$ cat src/rtl/serial_add_sub.sv
// Bit-serial adder/subtractor: one full-adder cell plus a carry flop, LSB first.
// A start in IDLE latches the operands. RUN then takes WIDTH cycles, one bit per
// clock. DONE raises a one-cycle done pulse. Out/Cout/Ovf hold until the next
// operation completes.
module serial_add_sub #(
  parameter int WIDTH = 4
) (
  input  logic             clk,
  input  logic             rst,
  input  logic             start,
  input  logic             Sub,
  input  logic [WIDTH-1:0] A,
  input  logic [WIDTH-1:0] B,
  input  logic             Cin,
  output logic             busy,
  output logic             done,
  output logic [WIDTH-1:0] Out,
  output logic             Cout,
  output logic             Ovf
);
  localparam int CW = $clog2(WIDTH);

  typedef enum logic [1:0] {S_IDLE, S_RUN, S_DONE} state_t;

  state_t           state_q, state_d;
  logic [WIDTH-1:0] opa_q, opa_d, opb_q, opb_d, res_q, res_d, out_q, out_d;
  logic [CW-1:0]    cnt_q, cnt_d;
  logic             carry_q, carry_d, cout_q, cout_d, ovf_q, ovf_d;
  logic             sum, cnext, last;

  // state register
  always_ff @(posedge clk or posedge rst) begin
    if (rst) state_q <= S_IDLE;
    else     state_q <= state_d;
  end

  // datapath registers: operand/result shifters, carry, bit counter, results
  always_ff @(posedge clk or posedge rst) begin
    if (rst) begin
      opa_q   <= '0;
      opb_q   <= '0;
      res_q   <= '0;
      cnt_q   <= '0;
      carry_q <= 1'b0;
      out_q   <= '0;
      cout_q  <= 1'b0;
      ovf_q   <= 1'b0;
    end else begin
      opa_q   <= opa_d;
      opb_q   <= opb_d;
      res_q   <= res_d;
      cnt_q   <= cnt_d;
      carry_q <= carry_d;
      out_q   <= out_d;
      cout_q  <= cout_d;
      ovf_q   <= ovf_d;
    end
  end

  // next-state and datapath next values; subtract is A + ~B + 1 via the carry seed
  always_comb begin
    sum     = opa_q[0] ^ opb_q[0] ^ carry_q;
    cnext   = (opa_q[0] & opb_q[0]) | (opa_q[0] & carry_q) | (opb_q[0] & carry_q);
    last    = (cnt_q == CW'(WIDTH-1));
    state_d = state_q;
    opa_d   = opa_q;
    opb_d   = opb_q;
    res_d   = res_q;
    cnt_d   = cnt_q;
    carry_d = carry_q;
    out_d   = out_q;
    cout_d  = cout_q;
    ovf_d   = ovf_q;
    case (state_q)
      S_IDLE: begin
        if (start) begin
          opa_d   = A;
          opb_d   = Sub ? ~B : B;
          carry_d = Sub ? 1'b1 : Cin;
          cnt_d   = '0;
          state_d = S_RUN;
        end
      end
      S_RUN: begin
        res_d   = {sum, res_q[WIDTH-1:1]};
        opa_d   = opa_q >> 1;
        opb_d   = opb_q >> 1;
        carry_d = cnext;
        cnt_d   = cnt_q + CW'(1);
        if (last) begin
          // carry_q here is the carry into the MSB, cnext the carry out of it
          out_d   = {sum, res_q[WIDTH-1:1]};
          cout_d  = cnext;
          ovf_d   = carry_q ^ cnext;
          state_d = S_DONE;
        end
      end
      S_DONE:  state_d = S_IDLE;
      default: state_d = S_IDLE;
    endcase
  end

  assign busy = (state_q == S_RUN);
  assign done = (state_q == S_DONE);
  assign Out  = out_q;
  assign Cout = cout_q;
  assign Ovf  = ovf_q;
endmodule

$ cat config.mk
export PLATFORM = sky130hd
export DESIGN_NAME = serial_add_sub
export DESIGN_NICKNAME = d
export VERILOG_FILES = /design/src/rtl/serial_add_sub.sv
export SDC_FILE = /design/constraint.sdc
export NUM_CORES = 1
export LEC_CHECK = 0
export BUFFER_PORTS_ARGS = -buffer_cell sky130_fd_sc_hd__buf_2
export CAP_MARGIN = 15
export CORE_ASPECT_RATIO = 0.7
export CORE_UTILIZATION = 45
export DETAILED_ROUTE_END_ITERATION = 16
export HOLD_SLACK_MARGIN = 0.03
export PLACE_DENSITY_LB_ADDON = 0.1
export SETUP_SLACK_MARGIN = 0.2
export SLEW_MARGIN = 20
export SYNTH_ARGS = -nofsm -noshare
export SYNTH_HDL_FRONTEND = slang
export SYNTH_SLANG_ARGS = --single-unit
$ cat constraint.sdc
create_clock -name clk -period 1.6 [get_ports clk]
set_input_delay 0.32 -clock clk [delete_from_list [all_inputs] [get_ports clk]]
set_output_delay 0.32 -clock clk [all_outputs]
set_load 0.02 [all_outputs]
* Word level (Yosys, flattened, before mapping) *
Cells that the tools add are included.

word-level totals
  register bits after elaboration = 23
  bits of input ports = 13
  output and inout bits = 8

cells by class
  add/subtract/negate cells = 1
  eq/ne operators = 5
  multiplexer cells = 13
  bitwise logic cells = 9
  reductions and logical operators = 5

operators with widths
  cell                                                  number
  one-hot mux 4 bit (2 select lines)                    2
  two-way mux 4 bit                                     3
  one-hot mux 2 bit (2 select lines)                    2
  two-way mux 2 bit                                     3
  AND reduction 2 bit                                   3
  equality test 2 bit (second input constant)           2
  NOT 4 bit                                             1
  AND 1 bit                                             3
  XOR 1 bit                                             3
  adder 2 x 1 -> 2 bit (second input constant)          1
  equality test 2 x 1 -> 1 bit (second input constant)  1
  zero test 2 bit                                       1
  two-way mux 1 bit                                     2
  != test 2 x 1 -> 1 bit (second input constant)        1
  != test 2 bit (second input constant)                 1
  OR 1 bit                                              2
  one-hot mux 1 bit (2 select lines)                    1
  nonzero test 2 bit                                    1

* Depth between registers and ports, before layout *
  depth in word-level cells = 4
  gate-level depth with buffers = 4

* Worst setup path before layout *
OpenSTA, ideal clock, no wires.

  kind = register to output
  start = register state_q[1]
  end = output port done
  data arrival time = 973 ps
  slack = 307 ps
  stages on the path, launching flop included = 3
  path buffers = 1
  cells stage by stage = dfrtp_1 > clkbuf_8 > nor2b_1

between the ends
  cells in the longest elaborated chain, start to end = 1

RTL lines
  element                   RTL line  source
  start: declaration        25        state_t state_q, state_d;
  start signal: assignment  34        else state_q <= state_d;
  equality test 2 bit       104       assign done = (state_q == S_DONE);
  end: declaration          16        output logic done,

No other way between the ends.

* Worst setup path in the final report *
  start = register state_q[0]
  end = output port done

The elaborated chain is that of the path after synthesis.

==> results <==
- Before antenna repair, the detailed router went through 4 iterations.
- Once detail routing completed, the nets flagged for antenna violations numbered 0.
- Synthesis produced 91 cells.
- The worst path in the final design needs a cycle of ~1400 ps, including I/O delays and setup.
- The count of final max-slew check failures is 0.
- The core area is 0.00221 mm2.
- The initial DRC count is 17.
- The TritonCTS sink count is 22.
- The path type of the worst setup path is reg2out.
- The global placer's final weighted congestion is 0.729.
- The total nets after synthesis is 106.
- The class of the worst hold path is in2reg.
- Along the worst hold path, the cell count comes to 3.
- The vertical die dimension is around 43 um.
- The internal reg-to-reg setup slack is 220 ps.
- In this run the mean area of a mapped cell was 11.9 um2.
- Counting flops and latches in the post-synthesis netlist gives 22.
- The total placed cells including tap cells is 145.
- The flow ran to the end, and the final reports show no timing, DRC or antenna violations.
- The initialized floorplan defines 14 standard-cell rows.
- Setup repair after global routing could not meet its margin everywhere.
- Setup violations remaining at the end of the flow were counted as 0.
- After synthesis, the netlist uses 26 different library cells.
- The synthesized area is 0.00108 mm2.
- The met3 wirelength from detailed routing is 99 um.
- The worst flop-to-flop path endpoint is Out[2]$_DFFE_PP0P_.
- The yosys synthesis warning count is 0.
- The overall power consumption is between 2000 and 3000 uW.
- The maximum fanout along the worst path is 3.
- The worst hold path terminates at opa_q[0]$_DFFE_PP0P_.
- The setup skew after layout is a little under 10 ps.
- The total overflow left after global routing is 0.
- The measured slew at the worst slew-check pin is about 280 ps.
- The number of violations of the max-capacitance limit is 0.
- After detailed routing, the wire length on met1 is 1040 um.
- The worst pin sits at a relative slew slack of 0.816.
- Pin placement for this block handled 21 I/O pins.
- Dividing the detail-routed via count by the number of cells gives just over 5.
- Leaving out fill and tap cells, the most frequent cell in the layout is sky130_fd_sc_hd__dfrtp_1.
- The wire length per cell after detailed routing is 13.9 um.
- The highest clock rate is 712 MHz.
- The clock transition at the registers of the reported paths is 130 ps.
- The number of antenna cells inserted is 0.
- The number of antenna violations at the first check in global routing is 0.
- The number of filler instances in the final layout is 209.
- The worst setup path is captured at an output pin.
- The summed negative setup slack over all endpoints is 0 ps.
- The die is slightly above 60 um wide.
- The post-layout net count is ~140.
- The synthesized design spends more area on one cell type than any other, namely sky130_fd_sc_hd__dfrtp_1.
- Measured in cells, the most critical reg-to-reg path has a length of 4.
- The register area share after synthesis is 0.507.
- Of the post-synthesis cell area, the dominant cell type holds 0.507.
- The fraction of layout cells with a size suffix above 1 is 0.415.
- The number of buffers inserted during clock tree synthesis is 3.
- TritonCTS built the clock tree.
- The count of cells in the finished layout, fillers not included, comes to 155.
- The count of port buffers added during placement is 20.
- The total number of vias is 794.
- Dividing total power by cell area gives a power density of slightly below 2000 mW/mm2.
- The starting density of the core is 0.491.
- The worst hold path begins at A[0].
- The leakage power is ~0.00064 uW.
- The routed length on met2 is 996 um.
- For this run, the total global-route usage over all layers was measured as 0.199.
- In this run the number of H-tree levels came out at 1.
- The detailed router used layers up to and including met4.
- STA puts the critical path data required time at between 1000 and 1500 ps.
- The first global-routing pass estimated roughly 3700 um of wire.
- The final cycle utilization of the critical path is 0.877.
- The remaining design rule violation count is 0.
- The routed wire length is 2160 um.
- The root buffer selected by CTS is sky130_fd_sc_hd__clkbuf_4.
- The startpoint identified for the worst register-to-register timing path is state_q[0]$_DFFE_PP0P_.
- The final hold slack is 291 ps.
- The number of global-route vias before repair is 807.
- The worst setup path is launched from a register.
- By area the synthesized netlist is led by sky130_fd_sc_hd__dfrtp_1 (51%), sky130_fd_sc_hd__mux2_2 (9.3%), sky130_fd_sc_hd__nor2b_1 (4.6%).
- VDD sags by at most 0.000855 V.
- The clock passes through at most 2 buffers.
- The synthesis-to-finish area growth is 24.8%.
- Detailed placement ended at an HPWL of roughly 1500 um.
- The arrival time at the worst endpoint is 1080 ps.
- Entering global routing, the biggest net connects 23 pins.
- The clock reaches the later pin of the worst-skew pair after 310 ps.
- The number of hold violations in the final report is 0.
- In the layout the commonest cells are sky130_fd_sc_hd__dfrtp_1 (21), sky130_fd_sc_hd__buf_2 (18), sky130_fd_sc_hd__buf_4 (11).
- The die covers roughly 0.0026 mm2.
-- cell type report --
cell class / instances / area [um2] / area share
Clock buffer: 3 / 22.5 / 0.0166
Clock inverter: 1 / 30.0 / 0.0222
Inverter: 6 / 22.5 / 0.0166
Multi-Input combinational cell: 58 / 470 / 0.348
Sequential cell: 22 / 552 / 0.408
Tap cell: 32 / 40.0 / 0.0296
Timing Repair Buffer: 33 / 216 / 0.160
-- worst max-delay path by stage --
stage | startpoint | to | depth (start not counted)
after global placement | state_q[1]$_DFFE_PP0P_ | busy | 2
final | state_q[0]$_DFFE_PP0P_ | done | 3
after global routing | state_q[0]$_DFFE_PP0P_ | done | 3
after detailed placement | state_q[1]$_DFFE_PP0P_ | Out[2]$_DFFE_PP0P_ | 2
after floorplan | state_q[1]$_DFFE_PP0P_ | done | 2
after CTS | state_q[0]$_DFFE_PP0P_ | done | 3
-- cells in the mapped netlist --
cell / number
sky130_fd_sc_hd__nor2b_4: 1
sky130_fd_sc_hd__o21bai_1: 1
sky130_fd_sc_hd__nor2_1: 1
sky130_fd_sc_hd__o32ai_1: 3
sky130_fd_sc_hd__inv_1: 6
sky130_fd_sc_hd__nor2b_1: 8
sky130_fd_sc_hd__dfrtp_1: 22
sky130_fd_sc_hd__o21ai_0: 7
sky130_fd_sc_hd__mux2i_1: 1
sky130_fd_sc_hd__xor2_1: 1
sky130_fd_sc_hd__clkbuf_8: 1
sky130_fd_sc_hd__xnor2_1: 4
sky130_fd_sc_hd__buf_4: 1
sky130_fd_sc_hd__a21oi_1: 6
sky130_fd_sc_hd__nand2_1: 3
sky130_fd_sc_hd__buf_2: 1
sky130_fd_sc_hd__buf_6: 2
sky130_fd_sc_hd__or2_2: 1
sky130_fd_sc_hd__or3b_4: 1
sky130_fd_sc_hd__a221o_1: 3
sky130_fd_sc_hd__fa_1: 1
sky130_fd_sc_hd__a22oi_1: 4
sky130_fd_sc_hd__nand3b_2: 1
sky130_fd_sc_hd__mux2_2: 9
sky130_fd_sc_hd__ha_1: 1
sky130_fd_sc_hd__a22o_1: 1
-- sequential cells by signal (all words and copies together), names as in the netlist --
signal   count
Cout         1
Out          4
Ovf          1
carry_q      1
cnt_q        2
opa_q        4
opb_q        4
res_q        3
state_q      2
-- per-stage QoR --
step	utilization	setup WS (ps)	area, um2
after CTS	0.605	158	1340
final	0.613	196	1350
after global placement	0.557	268	1230
after detailed placement	0.557	256	1230
after floorplan	-	307	1080
after global routing	0.613	150	1350
-- cell families (layout without fill, tap and decap cells) --
group / count (synthesis) / after routing / share of synthesized area
flip-flops: 22 / 22 / 0.507
adder cells (fa/ha/maj): 2 / 2 / 0.0300
XOR/XNOR: 5 / 5 / 0.0404
AO/OA/AOI/OAI: 25 / 25 / 0.155
buffers and inverters: 11 / 43 / 0.0657
AND/OR/NAND/NOR: 16 / 16 / 0.0992
multiplexers: 10 / 10 / 0.103
-- per-layer routing --
layer	global-route usage	vias up
met3	0.0610	2
li1	-	385
met1	0.258	391
met5	0	-
met2	0.319	16
met4	0.0545	0
-- worst max-delay path: stages (launching register included) --
cell and delay, ps:
sky130_fd_sc_hd__dfrtp_1 430, sky130_fd_sc_hd__buf_6 140, sky130_fd_sc_hd__nor2b_4 100, sky130_fd_sc_hd__buf_6 120
-- timing repair --
action                                  CTS  global route
hold buffers                              1             0
gates cloned                              0             0
hold endpoints to repair                 13             0
gates resized for setup                   3             4
setup buffers                             5             0
endpoints found under the setup margin    2             2
-- power breakdown --
part           internal [uW]  switching [uW]  total, uW
registers                802             174        977
clock network            253             165        419
logic                    652             576       1230
total                   1710             916       2620
No activity file was read; power rests on OpenSTA's default activity.
